==> config.mk <==
export PLATFORM = sky130hd
export DESIGN_NAME = rot_cmd_feeder
export DESIGN_NICKNAME = d
export VERILOG_FILES = /design/src/rtl/rot_cmd_feeder.sv
export SDC_FILE = /design/constraint.sdc
export NUM_CORES = 1
export LEC_CHECK = 0
export ABC_AREA = 0
export BUFFER_PORTS_ARGS = -buffer_cell sky130_fd_sc_hd__clkbuf_2
export CAP_MARGIN = 20
export CORE_ASPECT_RATIO = 0.5
export CORE_MARGIN = 2
export CORE_UTILIZATION = 49
export DETAILED_ROUTE_END_ITERATION = 10
export PLACE_DENSITY_LB_ADDON = 0.1
export SLEW_MARGIN = 20
export SYNTH_ARGS = -nofsm -noshare
export SYNTH_HDL_FRONTEND = slang
export SYNTH_SLANG_ARGS = --single-unit
==> constraint.sdc <==
create_clock -name clk -period 2.05 [get_ports clk]
set_input_delay 0.3075 -clock clk [delete_from_list [all_inputs] [get_ports clk]]
set_output_delay 0.3075 -clock clk [all_outputs]
set_load 0.03 [all_outputs]
==> src/rtl/rot_cmd_feeder.sv <==
// rot_cmd_feeder: 4-entry command FIFO feeding an external rotate-right shifter, registered result output.
// Define ROT_FEEDER_LEFT_EN to convert left-rotate commands into right-rotate amounts.
module rot_cmd_feeder (
   input  logic        clk,
   input  logic        reset,
   input  logic        in_valid,
   output logic        in_ready,
   input  logic [31:0] in_data,
   input  logic [4:0]  in_amt,
   input  logic        in_dir,
   output logic [31:0] sh_a,
   output logic [4:0]  sh_amt,
   input  logic [31:0] sh_y,
   output logic        out_valid,
   input  logic        out_ready,
   output logic [31:0] out_data,
   output logic [2:0]  level
);
   logic [36:0] mem [4];
   logic [1:0]  rd_ptr, wr_ptr;
   logic [4:0]  r_amt;
   logic        push, pop, empty;
`ifdef ROT_FEEDER_LEFT_EN
   // rotate left by n equals rotate right by (32 - n) mod 32
   assign r_amt = in_dir ? 5'(-in_amt) : in_amt;
`else
   logic unused_dir;
   assign unused_dir = in_dir;
   assign r_amt = in_amt;
`endif
   assign empty    = level == 3'd0;
   assign in_ready = level != 3'd4;
   assign push     = in_valid && in_ready;
   assign pop      = !empty && (!out_valid || out_ready);
   assign sh_a     = empty ? 32'd0 : mem[rd_ptr][36:5];
   assign sh_amt   = empty ? 5'd0 : mem[rd_ptr][4:0];
   always_ff @(posedge clk) begin
      if (push) mem[wr_ptr] <= {in_data, r_amt};
   end
   always_ff @(posedge clk) begin
      if (reset) begin
         rd_ptr    <= 2'd0;
         wr_ptr    <= 2'd0;
         level     <= 3'd0;
         out_valid <= 1'b0;
         out_data  <= 32'd0;
      end else begin
         if (push) wr_ptr <= wr_ptr + 2'd1;
         if (pop) rd_ptr <= rd_ptr + 2'd1;
         level <= level + 3'(push) - 3'(pop);
         if (pop) begin
            out_data  <= sh_y;
            out_valid <= 1'b1;
         end else if (out_ready) begin
            out_valid <= 1'b0;
         end
      end
   end
endmodule

==> key figures, run 1 <==
STA
  • Final Hold Fails: 0
  • Crit path time final: ~2.2 ns
  • Least-Margin Pin Slew: 0.412 ns
  • Max-slew violation count: 0
  • Final setup viols: 37
  • TNS Setup: -2.87 ns
  • Slew HR: 0.725
  • Tcrit/Tclk final: 1.06
  • RSZ-0062 raised after global routing: yes
  • Clock skew: 0.0163 ns
  • Max Freq: around 460 MHz
  • Final worst slack: -0.119 ns

Global route
  • Largest net degree at the start of global routing: between 70 and 80
  • First-pass GRT wire length: 23,000 um
  • GRT Total Usage: 0.189
  • Global route overflow: 0
  • Vias in the first global route: 4,301
  • Initial antenna violation count: 0

Job
  • Max cap viols: 0

Die
  • # IOs: 148
  • Die W: 178 um
  • Die Ht: 91.2 um
  • Starting density of the core: 0.508
  • Core area: 14,700 sq um
  • Die area: 16,300 sq um
  • Number of cell rows: 31

Route
  • 1st-iter DRT viols: 302
  • DRT Pass-1 Iters: 4
  • Via Count: 4,315
  • Antenna viol nets, final: 0
  • Total wire length: 14,800 um
  • Avg WL per Cell: approximately 18 um
  • Remaining DRCs: 0
  • Vias per std cell: 5.35

Logic synthesis
  • Area fraction of the dominant cell type after synthesis: 0.596
  • Post-synth top area cell: edfxtp_1
  • Area contributors post-synth: edfxtp_1 60%, dfxtp_1 11%, mux4_2 11%
  • Distinct cell type count after synthesis: 32
  • Synth async-reset ratio: 0
  • Seq cells post-synth: 190
  • Post-Syn Area: approximately 7500 sq um
  • Post-synthesis sequential area ratio: 0.709
  • Post-synth EDFFs: 148
  • Syn nets: slightly above 500
  • Yosys warns: 0
  • Post-Synthesis Cells: 435
  • Mean area per synthesized cell: about 17 sq um
  • Primary FF master, synth: edfxtp_1

Pwr
  • Final Total Pwr: 14,400 uW
  • Clock power frac: 0.237
  • Internal Pwr Total: 9270 uW
  • Maximum vdd drop: between 0.7 and 0.8 mV
  • P per Cell Area: 1510 nW/um^2
  • NetSw: roughly 5000 uW
  • Leakage: roughly 0.0035 uW
  • Combinational Power Share: 0.416
  • Register share of total power: 0.348
  • Sw Ratio: 0.354

Clocking
  • Root Driver: clkbuf_16
  • CTS tree: built
  • H-Tree Depth: 4
  • Clock sink count: 190
  • Clk Latency, worst-skew pair: 0.42 ns
  • CTS Buf Count: 17
  • Clock transition at the registers of the reported paths: 0.07 ns
  • Clk buf depth: 2

Worst setup path
  • Crit Path Class: register to output port
  • CP endpoint kind: output port
  • WP data required: ~1.7 ns
  • CP Launch Type: register
  • Critical Path AT: 1.86 ns
  • Critical Path Max Stage Delay: around 0.48 ns
  • Crit-path max FO: 6
  • Slowest stage cell, crit path: mux4_2
  • Cell-by-cell trace of the critical path: buf_12 -> buf_16 -> mux4_2 -> nor2b_1 -> buf_4

Placed design
  • PortBufs: 146
  • Dpl hpwl: 8950 um
  • RePlAce Congestion: roughly 0.73

Cells and area
  • Multi-input logic area: 2080 sq um
  • NumNets Final: 676
  • Layout area overhead: 27.8%
  • FILL cells: 1,094
  • FF+latch area: 5300 sq um
  • Share of cells above drive strength 1: 0.454
  • # diodes: 0

Status
  • Status: complete, but fails checks
  • Failing checks: negative setup slack

Min path
  • Class of the worst hold path: input port to register
cell usage after synthesis (2+ instances only):
cell type  instances
a21oi_1           33
and2_1             5
buf_1              4
buf_12             3
buf_2              9
buf_4              2
clkbuf_1          11
dfxtp_1           42
edfxtp_1         148
ha_1               6
inv_1              5
mux2_2             3
mux4_2            37
nand2b_1           3
nand3b_1          32
nor2_1             8
nor2b_1           38
nor2b_4            2
o21ai_0           16
o21ai_1           16
area by class of cell:
type / count / area share
Tap cell: 198 / 0.0260
Inverter: 5 / 0.00197
Timing Repair Buffer: 172 / 0.131
Clock inverter: 15 / 0.0204
Sequential cell: 190 / 0.557
Multi-Input combinational cell: 209 / 0.219
Clock buffer: 17 / 0.0447
cells in the final DEF, fill, tap and decap left out, types with 2 or more instances in the layout:
cell type	synthesis	layout
inv_8	0	4
clkbuf_16	0	18
o21ai_1	16	16
ha_4	0	2
buf_4	2	39
nor2_4	0	2
nor2b_1	38	28
buf_16	0	3
nand2b_1	3	3
inv_1	5	3
clkbuf_2	1	109
dfxtp_1	42	36
buf_6	1	8
nor2b_4	2	11
ha_1	6	4
nand3b_1	32	32
a21oi_1	33	33
buf_8	0	5
clkinv_4	0	2
dfxtp_4	0	4
mux2_2	3	3
inv_6	0	3
o21ai_0	16	16
and2_2	0	4
nor2_1	8	6
mux4_2	37	37
clkinv_8	0	2
inv_2	0	2
bufinv_16	0	2
edfxtp_1	148	148
buf_12	3	7
dfxtp_2	0	2
power by group through the flow:
stage / Clock [uW] / Combinational [uW] / Sequential (uW)
after detailed placement: 0 / 5040 / 5070
final: 3400 / 5960 / 4990
after floorplan: 0 / 3320 / 5420
after CTS: 3470 / 5560 / 4990
after global placement: 0 / 5010 / 5040
after global routing: 3640 / 6400 / 5050
routing by layer:
metal / global-route usage / routed length [um] / vias up
li1: - / - / 2007
met1: 0.272 / 6820 / 2173
met2: 0.287 / 6880 / 128
met3: 0.0532 / 1000 / 7
met4: 0.0467 / 71 / 0
met5: 0 / 0 / -
per-stage QoR:
stage / std cells / util / hold WS (ns) / setup WS, ns / area, sq um
after floorplan: 435 / - / 0.406 / 0.0160 / 7490
after global placement: 769 / 0.581 / 0.461 / 0.0297 / 8510
after detailed placement: 769 / 0.581 / 0.470 / -0.0192 / 8510
after CTS: 804 / 0.639 / 0.0809 / -0.182 / 9370
after global routing: 806 / 0.649 / 0.0785 / -0.191 / 9520
final: 806 / 0.649 / 0.100 / -0.119 / 9520
worst max-delay path, delay by kind of cell, from the launching register on:
kind	cells	cell delay [ns]
flops	1	0.39
buf+inv	3	0.43
mux	1	0.48
simple gates	1	0.14
state kept, by name, summed over array words and instances, names as in the netlist, named ones only:
| name | flops |
|---|---|
| level | 3 |
| mem | 148 |
| out_data | 32 |
| out_valid | 1 |
| rd_ptr | 2 |
| wr_ptr | 2 |
cells by family after synthesis:
logic type      Yosys count  synth area share
simple gates             93            0.0840
compound gates           66            0.0452
xor+xnor                  1           0.00118
flops                   190             0.709
buf+inv                  36            0.0284
mux                      42             0.119
fa+ha+maj                 7            0.0128
final timing paths:
kind                 endpoint         from  cells after the start  slack (ns)
setup / recovery     sh_a[26]     register                      5       -0.12
hold / removal     mem[0][20]  in_data[15]                      1        0.10
setup reg to reg     level[2]     level[0]                     10        0.04
hold reg to reg   out_data[6]  out_data[6]                      2        0.48
repair_timing:
item,4_1_cts,5_1_grt
hold buffers,0,0
gates cloned,2,1
pin swaps,1,6
buffers inserted,1,1
setup endpoints to repair,38,38
resized for setup,53,63
No activity file was read; power rests on OpenSTA's default activity.
==> run 2: changes to the inputs <==
--- a/config.mk
+++ b/config.mk
@@ -9,7 +9,7 @@
 export BUFFER_PORTS_ARGS = -buffer_cell sky130_fd_sc_hd__clkbuf_2
 export CAP_MARGIN = 20
 export CORE_ASPECT_RATIO = 0.5
-export CORE_MARGIN = 2
+export CORE_MARGIN = 4
 export CORE_UTILIZATION = 49
 export DETAILED_ROUTE_END_ITERATION = 10
 export PLACE_DENSITY_LB_ADDON = 0.1
@@ -17,3 +17,4 @@
 export SYNTH_ARGS = -nofsm -noshare
 export SYNTH_HDL_FRONTEND = slang
 export SYNTH_SLANG_ARGS = --single-unit
+export TNS_END_PERCENT = 20
==> run 2 against run 1 <==
  * The run still ends with negative setup slack left
  * Critical path depth fell by 1
  * Global-route usage fell by 1.3 points
  * Register-to-register slack barely moved
  * Critical path type unchanged
  * Critical endpoint is now sh_amt[2]
==> key figures, run 2 (synthesis results as in run 1) <==
Status
  • Status: complete, but fails checks
  • Failing checks: negative setup slack

Route
  • Remaining DRCs: 0
  • Top sig layer: met4
  • DRT Pass-1 Iters: 4
  • WL met1: between 7000 and 8000 um
  • Antenna viol nets, final: 0
  • 1st-iter DRT viols: roughly 280
  • Met2 Wirelength: 6940 um
  • WL met3: 943 um
  • Total wire length: approximately 15,000 um
  • Via Count: 4,203
  • Avg WL per Cell: 18.9 um
  • Vias per std cell: around 5.2

Worst setup path
  • Critical Path Max Stage Delay: 0.51 ns
  • Setup slack, reg-to-reg: about 0.05 ns
  • WP data required: about 1.7 ns
  • CP endpoint kind: output port
  • Reg-to-reg endpoint: level[2]
  • Crit Path Class: register to output port
  • CP Capture Point: sh_amt[2]
  • Crit-path max FO: 8
  • CP Launch Type: register
  • Slowest stage cell, crit path: mux4_2
  • Critical Path AT: 1.90 ns
  • Reg2reg path depth: 10
  • Cell-by-cell trace of the critical path: buf_12 -> mux4_2 -> nor2b_1 -> buf_4
  • Crit Reg-Reg Startpoint: level[1]

Global route
  • Largest net degree at the start of global routing: 57
  • Vias in the first global route: 4,224
  • GRT Total Usage: 0.176
  • Initial antenna violation count: 0
  • First-pass GRT wire length: 23,200 um
  • Global route overflow: 0

Pwr
  • Maximum vdd drop: 0.898 mV
  • P per Cell Area: 1460 nW/um^2
  • Leakage: 0.00342 uW
  • Final Total Pwr: roughly 14,000 uW
  • Sw Ratio: 0.360
  • NetSw: 4940 uW
  • Combinational Power Share: 0.411
  • Register share of total power: 0.365
  • Internal Pwr Total: 8780 uW
  • Clock power frac: 0.224

Cells and area
  • NumNets Final: 673
  • FILL cells: 1,074
  • Max reg flops: between 100 and 150
  • Share of cells above drive strength 1: 0.435
  • Final Instance Area: about 9400 sq um
  • Largest regs: mem: 148 flops, out_data: 32 flops, level: 3 flops
  • Layout area overhead: 25.7%
  • Commonest non-fill, non-tap cell in the layout: edfxtp_1
  • Largest register by flop count: mem
  • Most frequent cells in the layout: 148 x edfxtp_1, 109 x clkbuf_2, 37 x mux4_2
  • # diodes: 0
  • Multi-input logic area: ~2000 sq um
  • FF+latch area: 5300 sq um

Clocking
  • Post-CTS Hold Fix Bufs: 0
  • Clock sink count: 190
  • Clk buf depth: 2
  • Clk Latency, worst-skew pair: 0.42 ns
  • CTS Buf Count: 17
  • H-Tree Depth: 4
  • Root Driver: clkbuf_16
  • CTS tree: built
  • Clock transition at the registers of the reported paths: 0.08 ns

Die
  • # IOs: around 150
  • Die area: ~17,000 sq um
  • Number of cell rows: 31
  • Core area: ~15,000 sq um
  • Die W: 182 um
  • Die Ht: 95.2 um
  • Starting density of the core: 0.508

Min path
  • WHS Path Cells: 1
  • Class of the worst hold path: input port to register

Placed design
  • Cell Area, Placed: ~8500 sq um
  • RePlAce Congestion: roughly 0.75
  • PortBufs: 146
  • Dpl hpwl: 9480 um
  • Setup Slack @ Placement: 0.000000888 ns

STA
  • Final worst slack: -0.160 ns
  • Final setup viols: 37
  • Least-Margin Pin Slew: 0.449 ns
  • RSZ-0062 raised after global routing: yes
  • Tcrit/Tclk final: 1.08
  • Crit path time final: 2.21 ns
  • Final Hold Fails: 0
  • WHS: 0.109 ns
  • Max-slew violation count: 0
  • Clock skew: approximately 0.015 ns
  • Slew HR: 0.701
  • Max Freq: 452 MHz

Job
  • Max cap viols: 0
[run 2: changes by cell type in the layout (fill, tap and decap cells not counted), moves of 3 or more]
cell,previous run,this run
clkinvlp_4,1,4
nor2b_1,28,32
buf_8,5,2
buf_4,39,31
buf_16,3,0
clkbuf_8,0,3
nor2b_4,11,6
clkbuf_4,0,4
[run 2: worst max-delay path, delay by kind of cell (launching register included)]
family,cells,cell delay (ns)
buffers and inverters,2,0.37
muxes,1,0.51
and+or+nand+nor,1,0.16
DFF,1,0.46
[run 2: timing repair]
| item | 4_1_cts | 5_1_grt |
|---|---|---|
| hold endpoints to repair | 0 | 0 |
| gates cloned | 0 | 4 |
| setup buffers | 0 | 0 |
| gates resized for setup | 45 | 46 |
| endpoints found under the setup margin | 37 | 38 |
[run 2: worst min path at each step]
stage | from | to | slack (ns)
floorplan | in_amt[0] | mem[0][0] | 0.41
global placement | out_data[13] | out_data[13] | 0.46
detailed placement | out_data[4] | out_data[4] | 0.47
CTS | in_amt[0] | mem[2][0] | 0.09
global route | in_data[27] | mem[0][32] | 0.09
finish | in_data[21] | mem[2][26] | 0.11
[run 2: area by class of cell]
| type | instances | share of cell area |
|---|---|---|
| Sequential cell | 190 | 0.566 |
| Multi-Input combinational cell | 209 | 0.216 |
| Tap cell | 198 | 0.0265 |
| Clock inverter | 14 | 0.0136 |
| Timing Repair Buffer | 169 | 0.131 |
| Clock buffer | 17 | 0.0454 |
| Inverter | 5 | 0.00200 |
[run 2: power groups by stage]
stage | combinational [uW] | sequential, uW | clock [uW]
after floorplan | 3320 | 5420 | 0
after global placement | 5070 | 5040 | 0
after detailed placement | 5090 | 5070 | 0
after CTS | 5400 | 4990 | 3160
after global routing | 6050 | 5070 | 3340
final | 5640 | 5010 | 3070
[run 2: stage by stage]
| stage | utilization | TNS [ns] | cells |
|---|---|---|---|
| final | 0.639 | -4.87 | 802 |
| after floorplan | - | 0 | 435 |
| after global routing | 0.639 | -7.87 | 802 |
| after CTS | 0.629 | -5.36 | 798 |
| after detailed placement | 0.582 | 0 | 767 |
| after global placement | 0.582 | 0 | 767 |
[run 2: per-layer routing]
layer / vias up / global-route usage
li1: 1995 / -
met3: 7 / 0.0438
met5: - / 0
met1: 2076 / 0.248
met4: 0 / 0.0506
met2: 125 / 0.278
==> run 3: changes to the inputs <==
--- a/config.mk
+++ b/config.mk
@@ -8,6 +8,8 @@
 export ABC_AREA = 0
 export BUFFER_PORTS_ARGS = -buffer_cell sky130_fd_sc_hd__clkbuf_2
 export CAP_MARGIN = 20
+export CELL_PAD_IN_SITES_DETAIL_PLACEMENT = 0
+export CELL_PAD_IN_SITES_GLOBAL_PLACEMENT = 1
 export CORE_ASPECT_RATIO = 0.5
 export CORE_MARGIN = 4
 export CORE_UTILIZATION = 49
==> constraint.sdc (replaced) <==
create_clock -name clk -period 2.56 [get_ports clk]
set_input_delay 0.128 -clock clk [delete_from_list [all_inputs] [get_ports clk]]
set_output_delay 0.128 -clock clk [all_outputs]
set_load 0.03 [all_outputs]
==> run 3 against run 2 <==
  * The flow now finishes without violations
  * Register-to-register slack improved by 0.33 ns
  * Non-clock buffer count rose by 57
  * Combinational power fell by 30%
  * Worst setup slack improved by 0.53 ns
  * Critical path depth did not move
  * Total power fell by 23%
  * First-iteration DRC count fell by 29%
  * Core utilization rose by 2.3 points
  * Final cell count rose by 7.2%
==> key figures, run 3 (synthesis results as in run 1) <==
STA
  • RSZ-0062 raised after global routing: no
  • Tcrit/Tclk final: 0.856
  • Final setup viols: 0
  • Slew HR: 0.520
  • Least-Margin Pin Slew: 0.720 ns
  • Clock skew: approximately 0.014 ns
  • TNS Setup: 0 ns
  • Max-slew violation count: 0
  • Max Freq: 456 MHz
  • Final Hold Fails: 0
  • Crit path time final: around 2.2 ns

Pwr
  • Leakage: 0.00358 uW
  • Clock power frac: 0.253
  • Sw Ratio: 0.369
  • Internal Pwr Total: 6690 uW
  • Register share of total power: 0.376
  • NetSw: 3920 uW
  • Maximum vdd drop: 0.678 mV
  • Combinational Power Share: 0.371
  • P per Cell Area: 1090 nW/um^2

Placed design
  • RePlAce Congestion: ~0.7
  • Dpl hpwl: 9170 um
  • Cell Area, Placed: 8400 sq um
  • PortBufs: 146

Worst setup path
  • CP endpoint kind: output port
  • Crit Path Class: register to output port
  • Crit-path max FO: roughly 100
  • WP data required: 2.43 ns
  • CP startpoint: level[1]
  • Critical Path AT: 2.06 ns
  • Crit Reg-Reg Startpoint: level[1]
  • CP Launch Type: register

Min path
  • Worst Hold Launch: in_valid
  • Class of the worst hold path: input port to register

Cells and area
  • Multi-input logic area: between 1500 and 2000 sq um
  • FILL cells: 1,040
  • Most frequent cells in the layout: 148 x edfxtp_1, 146 x clkbuf_2, 69 x dlygate4sd3_1
  • Max reg flops: around 150
  • NumNets Final: 730
  • Final Instance Area: between 9000 and 10,000 sq um
  • Largest regs: mem: 148 flops, out_data: 32 flops, level: 3 flops
  • FF+latch area: ~5300 sq um
  • Largest register by flop count: mem
  • Commonest non-fill, non-tap cell in the layout: edfxtp_1
  • # diodes: 0
  • Share of cells above drive strength 1: 0.360
  • Layout area overhead: 30.2%

Clocking
  • CTS tree: built
  • Clk buf depth: 2
  • Root Driver: clkbuf_16
  • Clock sink count: 190
  • H-Tree Depth: 4
  • Clock transition at the registers of the reported paths: 0.08 ns
  • Post-CTS Setup Bufs: 0
  • CTS Buf Count: 17
  • Clk Latency, worst-skew pair: 0.43 ns

Route
  • Via Count: 4,445
  • DRT Pass-1 Iters: 4
  • Vias per std cell: between 5 and 6
  • 1st-iter DRT viols: 201
  • Total wire length: 15,400 um
  • Antenna viol nets, final: 0
  • Remaining DRCs: 0
  • Avg WL per Cell: around 18 um

Die
  • Die W: roughly 180 um
  • Die area: 17,400 sq um
  • Starting density of the core: 0.508
  • Die Ht: 95.2 um
  • # IOs: 148
  • Core area: 14,700 sq um
  • Number of cell rows: 31

Global route
  • Global route overflow: 0
  • Largest net degree at the start of global routing: 104
  • First-pass GRT wire length: 24,400 um
  • Vias in the first global route: 4,509
  • GRT Total Usage: 0.186
  • Initial antenna violation count: 0

Status
  • Status: complete, no violations

Job
  • Max cap viols: 0
## run 3: area by class of cell
| type | count | share of cell area |
|---|---|---|
| flip-flops and latches | 190 | 0.545 |
| multi-input cells | 209 | 0.202 |
| repair buffers | 226 | 0.163 |
| clock buffers | 17 | 0.0438 |
| well taps | 198 | 0.0255 |
| clock inverters | 15 | 0.0188 |
| inverters | 5 | 0.00193 |
## run 3: critical path: stages (launching register included)
cell and delay [ns]:
dfxtp_1 0.39, nor3_4 0.23, buf_6 0.58, nor2b_1 0.16
clkbuf_2 0.23
## run 3: worst paths after layout
path / to / slack, ns / depth (start not counted)
max: sh_a[8] / 0.37 / 4
min: wr_ptr[1] / 0.21 / 4
max reg2reg: level[2] / 0.38 / 11
min reg2reg: out_data[14] / 0.48 / 2
## run 3: power groups by stage
| stage | Clock, uW | Sequential (uW) | Combinational (uW) |
|---|---|---|---|
| floorplan | 0 | 4330 | 2630 |
| global placement | 0 | 4040 | 3900 |
| detailed placement | 0 | 4060 | 3910 |
| CTS | 2740 | 3990 | 4000 |
| global route | 2860 | 4040 | 4280 |
| finish | 2680 | 3990 | 3940 |
## run 3: repair_timing
item	in CTS	in global routing
resized for setup	0	1
endpoints found under the setup margin	0	7
endpoints found under the hold margin	180	0
hold buffers	69	0
## run 3: metrics by stage
step                total power (uW)   util  worst slack [ns]  instances  hold slack [ns]
global placement                7940  0.573             0.394        759            0.348
finish                         10600  0.662             0.369        860            0.213
global route                   11200  0.662            0.0668        860            0.255
CTS                            10700  0.662            0.0961        860            0.205
detailed placement              7970  0.573             0.366        759            0.349
floorplan                       6960      -             0.153        435            0.227
## run 3: layer usage
layer	GRT usage	wire [um]
met3	0.0465	928
met5	0	0
met1	0.252	7050
met2	0.304	7270
met4	0.0543	159
